## src/rtl/data_pipe_pkg.sv

```systemverilog
// Shared types for the data_pipe width converters.
// Holds the pipe state enum and the lane index width helper.
package data_pipe_pkg;

  typedef enum logic {
    EMPTY = 1'b0,
    BUSY  = 1'b1
  } pipe_state_e;

  function automatic int lane_bits(input int n);
    return (n > 1) ? $clog2(n) : 1;
  endfunction

endpackage

```

## src/rtl/data_pipe_nto1.sv

```systemverilog
// Wide-to-narrow pipe: one DSIZE*NSIZE word in, up to NSIZE lanes out.
// Ports: clock, rst_n, wr_* wide side (vld/ready/num/last), rd_* narrow side.
module data_pipe_nto1
  import data_pipe_pkg::*;
#(
  parameter  int DSIZE = 4,
  parameter  int NSIZE = 2,
  localparam int CSIZE = lane_bits(NSIZE)
) (
  input  logic                   clock,
  input  logic                   rst_n,
  input  logic [DSIZE*NSIZE-1:0] wr_data,
  input  logic                   wr_vld,
  output logic                   wr_ready,
  input  logic [CSIZE-1:0]       wr_num,
  input  logic                   wr_last,
  output logic [DSIZE-1:0]       rd_data,
  output logic                   rd_vld,
  input  logic                   rd_ready,
  output logic                   rd_last
);

  localparam int WSIZE = DSIZE * NSIZE;
  localparam logic [CSIZE-1:0] TOP_MAX =
    CSIZE'(NSIZE - 1);

  pipe_state_e      state, state_nxt;
  logic [WSIZE-1:0] sreg, sreg_nxt;
  logic [CSIZE-1:0] cnt, cnt_nxt;
  logic [CSIZE-1:0] top, top_nxt;
  logic             lst, lst_nxt;

  logic             fin;
  logic             wr_acc;
  logic             rd_acc;
  logic [CSIZE-1:0] num_clamp;

  assign fin       = (cnt == top);
  assign rd_vld    = (state == BUSY);
  assign rd_data   = sreg[DSIZE-1:0];
  assign rd_last   = lst && fin && rd_vld;
  // Reload is allowed while the final lane leaves.
  assign wr_ready  = rst_n &&
                     ((state == EMPTY) ||
                      (fin && rd_ready));
  assign wr_acc    = wr_vld && wr_ready;
  assign rd_acc    = rd_vld && rd_ready;
  assign num_clamp = (wr_num > TOP_MAX) ?
                     TOP_MAX : wr_num;

  always_comb begin
    state_nxt = state;
    sreg_nxt  = sreg;
    cnt_nxt   = cnt;
    top_nxt   = top;
    lst_nxt   = lst;
    if (rd_acc) begin
      if (fin) begin
        state_nxt = EMPTY;
      end else begin
        sreg_nxt = sreg >> DSIZE;
        cnt_nxt  = cnt + CSIZE'(1);
      end
    end
    // A write only lands when EMPTY or on the final
    // lane, so it never collides with a shift.
    if (wr_acc) begin
      state_nxt = BUSY;
      sreg_nxt  = wr_data;
      cnt_nxt   = '0;
      top_nxt   = num_clamp;
      lst_nxt   = wr_last;
    end
  end

  always_ff @(posedge clock or negedge rst_n) begin
    if (!rst_n) begin
      state <= EMPTY;
      sreg  <= '0;
      cnt   <= '0;
      top   <= '0;
      lst   <= 1'b0;
    end else begin
      state <= state_nxt;
      sreg  <= sreg_nxt;
      cnt   <= cnt_nxt;
      top   <= top_nxt;
      lst   <= lst_nxt;
    end
  end

endmodule

```

## config.mk

```make
export PLATFORM = sky130hd
export DESIGN_NAME = data_pipe_nto1
export DESIGN_NICKNAME = d
export VERILOG_FILES = /design/src/rtl/data_pipe_pkg.sv /design/src/rtl/data_pipe_nto1.sv
export SDC_FILE = /design/constraint.sdc
export NUM_CORES = 1
export LEC_CHECK = 0
export CORE_MARGIN = 2
export CORE_UTILIZATION = 46
export CTS_BUF_LIST = sky130_fd_sc_hd__clkbuf_4 sky130_fd_sc_hd__clkbuf_8
export CTS_CLUSTER_SIZE = 16
export DETAILED_ROUTE_END_ITERATION = 10
export PLACE_DENSITY = 0.81
export REMOVE_ABC_BUFFERS = 1
export SYNTH_ARGS = -nofsm -noshare
export SYNTH_HDL_FRONTEND = slang
export SYNTH_SLANG_ARGS = --single-unit
```

## constraint.sdc

```tcl
create_clock -name clock -period 2.56 [get_ports clock]
set_clock_uncertainty 0.2 [all_clocks]
set_input_delay 0.384 -clock clock [delete_from_list [all_inputs] [get_ports clock]]
set_output_delay 0.384 -clock clock [all_outputs]
set_load 0.02 [all_outputs]
```

**Yosys cells after proc, flatten, opt, wreduce, memory -nomap -nowiden**

Index checks and enable logic that the tools add are counted.

- Logic and storage cells: 31
- Latch bits: 0
- ROM bits: 0
- Register bits after elaboration: 12
- Output and inout port bits: 7
- Memories: 0
- Memory bits (writable): 0
- Input bits: 14

- Mux-type cells: 10
- $add $sub $neg: 1
- Magnitude comparators: 1
- Multiply operators: 0
- Div/mod/pow operators: 0
- Shifts and indexed selects: 0
- Bitwise operators: 1
- Reduce and logical (&&, ||, !) cells: 11
- Equality and inequality tests: 2

Operator list:

| operator | number |
|---|---|
| $mux W8 | 3 |
| $mux W1 | 7 |
| $logic_and A1 B1 Y1 | 6 |
| $reduce_and A2 Y1 | 2 |
| $reduce_bool A2 Y1 | 2 |
| $ne A2 B1 Y1 const B | 1 |
| $add A1 B1 Y1 const B | 1 |
| $eq A1 B1 Y1 | 1 |
| $gt A1 B1 Y1 const B | 1 |
| $logic_or A1 B1 Y1 | 1 |
| $not A1 Y1 | 1 |

**Depth between registers and ports, before layout**

Gate-level depths: netlist of run 1.

- Word-level depth: 7
- Depth in mapped cells: 5
- Mapped depth without buffers: 4

**Least setup slack after synthesis of run 1**

No wires, ideal clock.

- Kind: reg-to-reg
- From: reg top
- To: reg lst
- Stages on the path, launching flop included: 6
- Setup time: 0.125 ns
- Arrival time: 1.439 ns
- Period minus slack after synthesis: 1.763 ns
- Required time: 2.235 ns
- Path slack: 0.797 ns
- Buffers on the path: 1
- Cell sequence: dfrtp_1 xor2_2 o21ai_2 nor2b_1 buf_6 mux2_2

- Longest elaborated chain between the ends: 5

Ends and longest elaborated chain:

| item | line | text |
|---|---|---|
| start: declaration | data_pipe_nto1.sv:30 | `logic [CSIZE-1:0] top, top_nxt;` |
| start signal: assignment | data_pipe_nto1.sv:87 | `top <= top_nxt;` |
| $eq A1 B1 Y1 | data_pipe_nto1.sv:38 | `assign fin = (cnt == top);` |
| $logic_and A1 B1 Y1 | data_pipe_nto1.sv:45 | `(fin && rd_ready));` |
| $logic_or A1 B1 Y1 | data_pipe_nto1.sv:44 | `((state == EMPTY) \|\|` |
| $logic_and A1 B1 Y1 | data_pipe_nto1.sv:43 | `assign wr_ready = rst_n &&` |
| $logic_and A1 B1 Y1 | data_pipe_nto1.sv:46 | `assign wr_acc = wr_vld && wr_ready;` |
| end signal: assignment | data_pipe_nto1.sv:88 | `lst <= lst_nxt;` |
| end: declaration | data_pipe_nto1.sv:31 | `logic lst, lst_nxt;` |

No other way between the ends.
A chain may end at the register's enable or synchronous reset.

**Worst setup path in the final report of run 1**

- From: in rd_ready
- To: out wr_ready

- Longest elaborated chain between the ends: 3

Ends and longest elaborated chain:

| item | line | text |
|---|---|---|
| start: declaration | data_pipe_nto1.sv:19 | `input logic rd_ready,` |
| $logic_and A1 B1 Y1 | data_pipe_nto1.sv:45 |  |
| $logic_or A1 B1 Y1 | data_pipe_nto1.sv:44 |  |
| $logic_and A1 B1 Y1 | data_pipe_nto1.sv:43 |  |
| end: declaration | data_pipe_nto1.sv:14 | `output logic wr_ready,` |

No other way between the ends.

==> reports/metrics.csv, run 1 <==
metric,value,unit
status,completed,
Final Setup Violations,0,
via count,423,
I/O Buffers,20,
critical-path cell list,clkdlybuf4s50_1 > inv_1 > o21ai_2 > and2_1 > clkdlybuf4s50_1,
clock slew at reported path FFs,0.07,ns
IO Count,21,
final hold violations,0,
final net count,90,
chip width,40.58,um
setup TNS,0,ns
row count,13,
CP Launch Type,primary input,
Top Layer Used,met4,
postcts setup bufs,0,
Post-Syn Area per Cell,11.61,sq um
"commonest cells after routing, fill and taps aside","20 x clkdlybuf4s50_1, 12 x dfrtp_1, 9 x nand2_1",
Iter 0 DRT Violations,0,
wire length on met3,39,um
WP data arrival,1.80,ns
Routed met2 length,480,um
mean routed wirelength per cell,11.01,um
core box area,1269,sq um
Max-slew headroom,0.8293,
DR pass1 iterations,1,
critical path class,primary input to output port,
Tmin final,2.383,ns
Crit path required time,1.98,ns
clock root cell,clkbuf_4,
clk_lat worst skew,0.26,ns
crit-path leading delay family,buffers and inverters,
final period utilization,0.9308,
Reg power frac,0.384,
Post-Route WL,980,um
Buf/Inv on CP,3,
switching part of the total power,0.3595,
CTS sink cnt,12,
Leakage,0.3761,nW
Clock Power Share,0.119,
Syn-to-layout area delta,36.18,%
die area,1647,sq um
Fillers,106,
peak supply drop,0.5637,mV
"most common cell after layout, fill and taps aside",clkdlybuf4s50_1,
initial antenna violation count,0,
#FFs+latches synth,12,
Gate power share,0.497,
GRT Total Usage,0.1669,
hpwl dp,747.8,um
synth unique cells,16,
Worst path slowest cell,clkdlybuf4s50_1,
DRC,0,
hold-fix buffers at CTS,0,
internal power,0.0005927,W
vias per cell,4.753,
htree depth,1,
vias in the first global route,393,
final RePlAce weighted congestion,0.6315,
largest net degree at the start of global routing,14,
first-pass GRT wire length,1669,um
worst slew pin tran,0.2559,ns
CP max FO,3,
unrepaired setup endpoints after global routing,no,
Worst path max stage delay,0.59,ns
sequential fraction of the synthesis area,0.4878,
Post-Synthesis Cells,53,
Ys Warns,0,
"most used cell, CP",clkdlybuf4s50_1,
CTS tree,done,
P_sw,0.0003327,W
max_cap viols,0,
pwr/cell area,1104,nW/um^2
ant diodes,0,
Met1 Routed Length,450,um
Clock Tree Buf Depth,2,
CTS buffer count,3,
layout cell share with drive strength beyond 1,0.2027,
count of pins over their slew limit,0,
die height,40.58,um
Hold Crit Class,primary input to async pin,
Starting Density,0.4852,
Worst setup EP type,output port,
power after layout,0.0009254,W
fmax,419.7,MHz
post-cts sizing count,0,
Congestion Overflow GR,0,
Routed Antenna Nets,0,
mapped cell area,615.6,sq um
power by group through the flow:
stage               Clock [W]  Combinational [W]  Sequential, W
floorplan                   0           0.000248       0.000397
global placement            0           0.000460       0.000354
detailed placement          0           0.000468       0.000358
CTS                  0.000116           0.000469       0.000355
global route         0.000131           0.000504       0.000366
finish               0.000110           0.000460       0.000355
Yosys cell counts (all sizes together):
| master | number | share of area |
|---|---|---|
| xor2 | 1 | 0.026 |
| nor2b | 1 | 0.010 |
| buf | 5 | 0.067 |
| dfrtp | 12 | 0.49 |
| o21ai | 1 | 0.014 |
| inv | 5 | 0.030 |
| mux2 | 10 | 0.18 |
| and2 | 1 | 0.010 |
| mux2i | 4 | 0.065 |
| nor2 | 1 | 0.0061 |
| nand2 | 9 | 0.055 |
| nand3 | 2 | 0.037 |
| a21oi | 1 | 0.0081 |
layer usage:
metal  vias up  global-route usage
met2        12              0.2381
met5         -                   0
met1       196              0.2100
li1        213                   -
met4         0              0.1250
met3         2             0.05000
state kept, by name, summed over array words and instances (netlist names):
register / flops
lst: 1
sreg: 8
top: 1
cnt: 1
rd_vld: 1
per-stage QoR:
| step | hold slack (ns) | utilization | setup slack, ns | cell area (sq um) | instances |
|---|---|---|---|---|---|
| final | 0.2612 | 0.6608 | 0.1773 | 838.3 | 89 |
| after global routing | 0.2604 | 0.6608 | 0.09941 | 838.3 | 89 |
| after CTS | 0.2648 | 0.6608 | 0.1669 | 838.3 | 89 |
| after detailed placement | 0.3063 | 0.6430 | 0.1767 | 815.8 | 86 |
| after global placement | 0.2971 | 0.6430 | 0.2034 | 815.8 | 86 |
| after floorplan | -0.1116 | - | 0.4606 | 574.3 | 48 |
worst paths after layout:
check / startpoint / end / slack, ns / cells after the start
max: rd_ready / wr_ready / 0.18 / 5
max in group asynchronous: rst_n / sreg[2]$_DFFE_PN0P_ / 1.75 / 2
min: rst_n / lst$_DFFE_PN0N_ / 0.26 / 2
min reg2reg: lst$_DFFE_PN0N_ / lst$_DFFE_PN0N_ / 0.31 / 1
min in group clock: lst$_DFFE_PN0N_ / lst$_DFFE_PN0N_ / 0.31 / 1
max reg2reg: top$_DFFE_PN0N_ / sreg[1]$_DFFE_PN0P_ / 0.76 / 5
cell families (layout without fill, tap and decap cells):
group | count (synthesis) | after routing | share of synthesized area
multiplexers | 14 | 14 | 0.2480
AND/OR/NAND/NOR | 14 | 14 | 0.1179
flip-flops | 12 | 12 | 0.4878
buffers and inverters | 10 | 31 | 0.09756
AO/OA/AOI/OAI | 2 | 2 | 0.02235
XOR/XNOR | 1 | 1 | 0.02643
area by class of cell:
class,instances,area [sq um],area share
flip-flops and latches,12,300.3,0.3582
well taps,15,18.77,0.02239
inverters,5,18.77,0.02239
multi-input cells,31,255.2,0.3045
clock buffers,3,22.52,0.02687
repair buffers,23,222.7,0.2657
(Power assumes the default switching activity.)
==> run 2, diff against run 1 <==
--- a/config.mk
+++ b/config.mk
@@ -10,7 +10,7 @@
 export CTS_BUF_LIST = sky130_fd_sc_hd__clkbuf_4 sky130_fd_sc_hd__clkbuf_8
 export CTS_CLUSTER_SIZE = 16
 export DETAILED_ROUTE_END_ITERATION = 10
-export PLACE_DENSITY = 0.81
+export DONT_BUFFER_PORTS = 1
 export REMOVE_ABC_BUFFERS = 1
 export SYNTH_ARGS = -nofsm -noshare
 export SYNTH_HDL_FRONTEND = slang
==> reports/metrics.csv, run 2 (same netlist as run 1, synthesis figures left out) <==
metric,value,unit
status,completed,
"commonest cells after routing, fill and taps aside","12 x dfrtp_1, 9 x nand2_1, 6 x mux2_2",
via count,342,
clock root cell,clkbuf_4,
hpwl dp,694.3,um
clock slew at reported path FFs,0.07,ns
critical path class,flip-flop to output port,
setup TNS,0,ns
core box area,1269,sq um
first-pass GRT wire length,1297,um
I/O Buffers,0,
Hold WS,0.04314,ns
Multi-input gate area,255.2,sq um
Starting Density,0.4852,
fmax,528.6,MHz
Syn-to-layout area delta,5.081,%
die area,1647,sq um
row count,13,
Post-Route WL,866,um
Routed Antenna Nets,0,
final RePlAce weighted congestion,0.5297,
clk_lat worst skew,0.26,ns
hold-fix buffers at CTS,1,
post-cts sizing count,0,
CTS sink cnt,12,
Max-slew headroom,0.6555,
WP data arrival,1.31,ns
largest net degree at the start of global routing,13,
peak supply drop,0.4765,mV
worst slew pin tran,0.5151,ns
CTS buffer count,3,
final net count,69,
Leakage,0.3005,nW
count of pins over their slew limit,0,
DRC,0,
placed inst area,600.6,sq um
unrepaired setup endpoints after global routing,no,
chip width,40.58,um
Crit path required time,1.98,ns
final instance area,646.9,sq um
CP Launch Type,flip-flop,
final core utilization,0.5099,
DR pass1 iterations,6,
layout cell share with drive strength beyond 1,0.2593,
register area,300.3,sq um
Congestion Overflow GR,0,
die height,40.58,um
power after layout,0.0008336,W
mean routed wirelength per cell,12.55,um
Tmin final,1.892,ns
final period utilization,0.7390,
pwr/cell area,1289,nW/um^2
initial antenna violation count,0,
CP max FO,3,
Hold Crit Class,primary input to flip-flop,
Clock Tree Buf Depth,2,
vias in the first global route,328,
"Most flops, register",sreg,
ant diodes,0,
Worst setup EP type,output port,
CTS tree,done,
max reg flops,8,
Final Setup Violations,0,
Iter 0 DRT Violations,4,
"most common cell after layout, fill and taps aside",dfrtp_1,
final hold violations,0,
vias per cell,4.957,
Fillers,118,
GRT Total Usage,0.1284,
postcts setup bufs,0,
htree depth,1,
max_cap viols,0,
IO Count,21,
## run 2: cell types whose count changed in the layout (fill, tap and decap cells not counted)
cell,before,now
clkdlybuf4s50_1,20,0
clkbuf_8,0,1
buf_4,3,1
dlygate4sd3_1,0,1
## run 2: routing by layer
metal,vias to the layer above,GRT usage,part of all wire
li1,168,-,-
met1,160,0.1601,0.38
met2,14,0.1786,0.53
met3,0,0.06111,0.085
met4,0,0.07500,0
met5,-,0,0
## run 2: critical path, stage by stage (launching register included)
cell,delay (ns)
dfrtp_1,0.42
xor2_2,0.22
o21ai_2,0.15
and2_1,0.26
## run 2: stage by stage
stage / setup slack, ns / std cells
2_1_floorplan: 0.4606 / 48
3_3_place_gp: 0.7963 / 64
5_1_grt: 0.6007 / 69
6_report: 0.6682 / 69
3_5_place_dp: 0.7420 / 64
4_1_cts: 0.6537 / 69
## run 2: worst paths after layout
check,depth (start not counted),startpoint,slack [ns],endpoint
hold reg to reg,1,lst$_DFFE_PN0N_,0.32,lst$_DFFE_PN0N_
setup / recovery,3,top$_DFFE_PN0N_,0.67,wr_ready
setup reg to reg,5,top$_DFFE_PN0N_,0.75,sreg[3]$_DFFE_PN0P_
min in group asynchronous,1,rst_n,0.33,sreg[1]$_DFFE_PN0P_
hold / removal,2,wr_data[6],0.04,sreg[6]$_DFFE_PN0P_
max in group asynchronous,1,rst_n,1.49,lst$_DFFE_PN0N_
## run 2: final cells by class
type	instances	share of cell area
inverters	5	0.02901
multi-input cells	31	0.3946
repair buffers	2	0.02708
clock buffers	4	0.05609
well taps	15	0.02901
flip-flops and latches	12	0.4642
## run 2: power breakdown
group / leakage [nW] / switching (W) / internal, W
clock network: 0.0210 / 0.0000563 / 0.0000862
logic: 0.132 / 0.000138 / 0.000145
registers: 0.147 / 0.000122 / 0.000286
==> variant: new RTL, flow settings as in run 1 <==
The parameter `NSIZE` goes from 2 to 4.
--- a/src/rtl/data_pipe_nto1.sv
+++ b/src/rtl/data_pipe_nto1.sv
@@ -5,5 +5,5 @@
 #(
   parameter  int DSIZE = 4,
-  parameter  int NSIZE = 2,
+  parameter  int NSIZE = 4,
   localparam int CSIZE = lane_bits(NSIZE)
 ) (
Ports: changed (resized wr_data and wr_num); port bits go from 21 to 30. The function was not compared with the original's and may differ.
==> variant against run 1 <==
  * Critical path depth decreased by 2
  * Wire length increased by 100%
  * Design area increased by 69%
  * Sequential power increased by 67%
  * Setup slack got worse by 0.016 ns
  * Total power increased by 62%
  * Area after synthesis increased by 75%
  * Via count increased by 91%
  * Sequential cell count increased by 10
  * Hold slack got worse by 0.19 ns
  * Largest cell class unchanged
  * Largest power group unchanged
  * Highest routed layer is now met3
==> variant: results <==
# TYPE chip_impl_metric gauge
chip_impl_info{name="run_status",value="complete, no violations"} 1
chip_impl_metric{name="pin_count_of_the_biggest_net_entering_global_routing",unit=""} 22
chip_impl_info{name="critical_path.endpoint",value="rd_last"} 1
chip_impl_metric{name="routability_driven_placement_congestion_ratio",unit=""} 0.712
chip_impl_metric{name="r2r_slack",unit="ns"} 0.62
chip_impl_info{name="worstReg2RegStart",value="cnt[1]$_DFFE_PN0P_"} 1
chip_impl_metric{name="ir_worst_vdd",unit="mV"} 0.541
chip_impl_metric{name="seq-power",unit="uW"} 594
chip_impl_metric{name="drt-initial-drc-count",unit=""} 9
chip_impl_metric{name="synth_seq_area_share",unit=""} 0.510
chip_impl_info{name="synth.top_cells.by_area",value="sky130_fd_sc_hd__dfrtp_1 (51%), sky130_fd_sc_hd__nand2_1 (9.0%), sky130_fd_sc_hd__mux2i_1 (8.3%), sky130_fd_sc_hd__buf_4 (4.9%), sky130_fd_sc_hd__o21ai_1 (4.2%)"} 1
chip_impl_metric{name="yosysUniqueCellTypes",unit=""} 23
chip_impl_metric{name="worst_slew_pin_slew",unit="ns"} 0.611
chip_impl_metric{name="grt_pass1_vias",unit=""} 826
chip_impl_metric{name="wire_length_of_the_first_global_routing_pass",unit="um"} 3530
chip_impl_info{name="timing.rr.end",value="sreg[5]$_DFFE_PN0P_"} 1
chip_impl_metric{name="dp_cells",unit=""} 157
chip_impl_metric{name="avgRoutedWirePerCell",unit="um"} 12.4
chip_impl_metric{name="drtPass1Iterations",unit=""} 4
chip_impl_metric{name="synth_xor_xnor_area_share",unit=""} 0.0382
chip_impl_metric{name="crit_path_max_fanout",unit=""} 6
chip_impl_metric{name="later_pin_clock_latency_in_the_skew_report",unit="ns"} 0.30
chip_impl_metric{name="globalRouteTotalUtil",unit=""} 0.173
chip_impl_metric{name="synth.area.mux_share",unit=""} 0.115
chip_impl_metric{name="compound_cell_area_share_of_the_yosys_netlist",unit=""} 0.156
chip_impl_metric{name="power.static_leakage",unit="nW"} 0.622
chip_impl_metric{name="netlist.area_leader.share",unit=""} 0.510
variant: logic make-up after synthesis:
group,Yosys count
simple gates,31
compound gates,25
flops,22
mux,12
buf+inv,11
xor+xnor,3
variant: layout make-up:
type,instances,area [sq um],share of cell area
timing repair buffer,34,327,0.230
tap,28,35.0,0.0247
sequential,22,551,0.388
multi-input combinational,71,464,0.327
clock buffer,4,36.3,0.0256
inverter,2,7.51,0.00529
variant: through the flow:
stage	area [sq um]	hold slack, ns	util	setup WS (ns)	total power [mW]
after global placement	1380	0.288	0.624	0.0763	1.29
after floorplan	1020	-0.112	-	0.369	1.06
final	1420	0.0724	0.642	0.161	1.50
after CTS	1420	0.0666	0.642	0.143	1.51
after global routing	1420	0.0736	0.642	0.0445	1.62
after detailed placement	1380	0.310	0.624	0.00318	1.32
variant: routing by layer:
layer	global-route usage	share of wire
met1	0.216	0.47
met2	0.302	0.47
met3	0.0400	0.055
met4	0.0385	0
met5	0	0
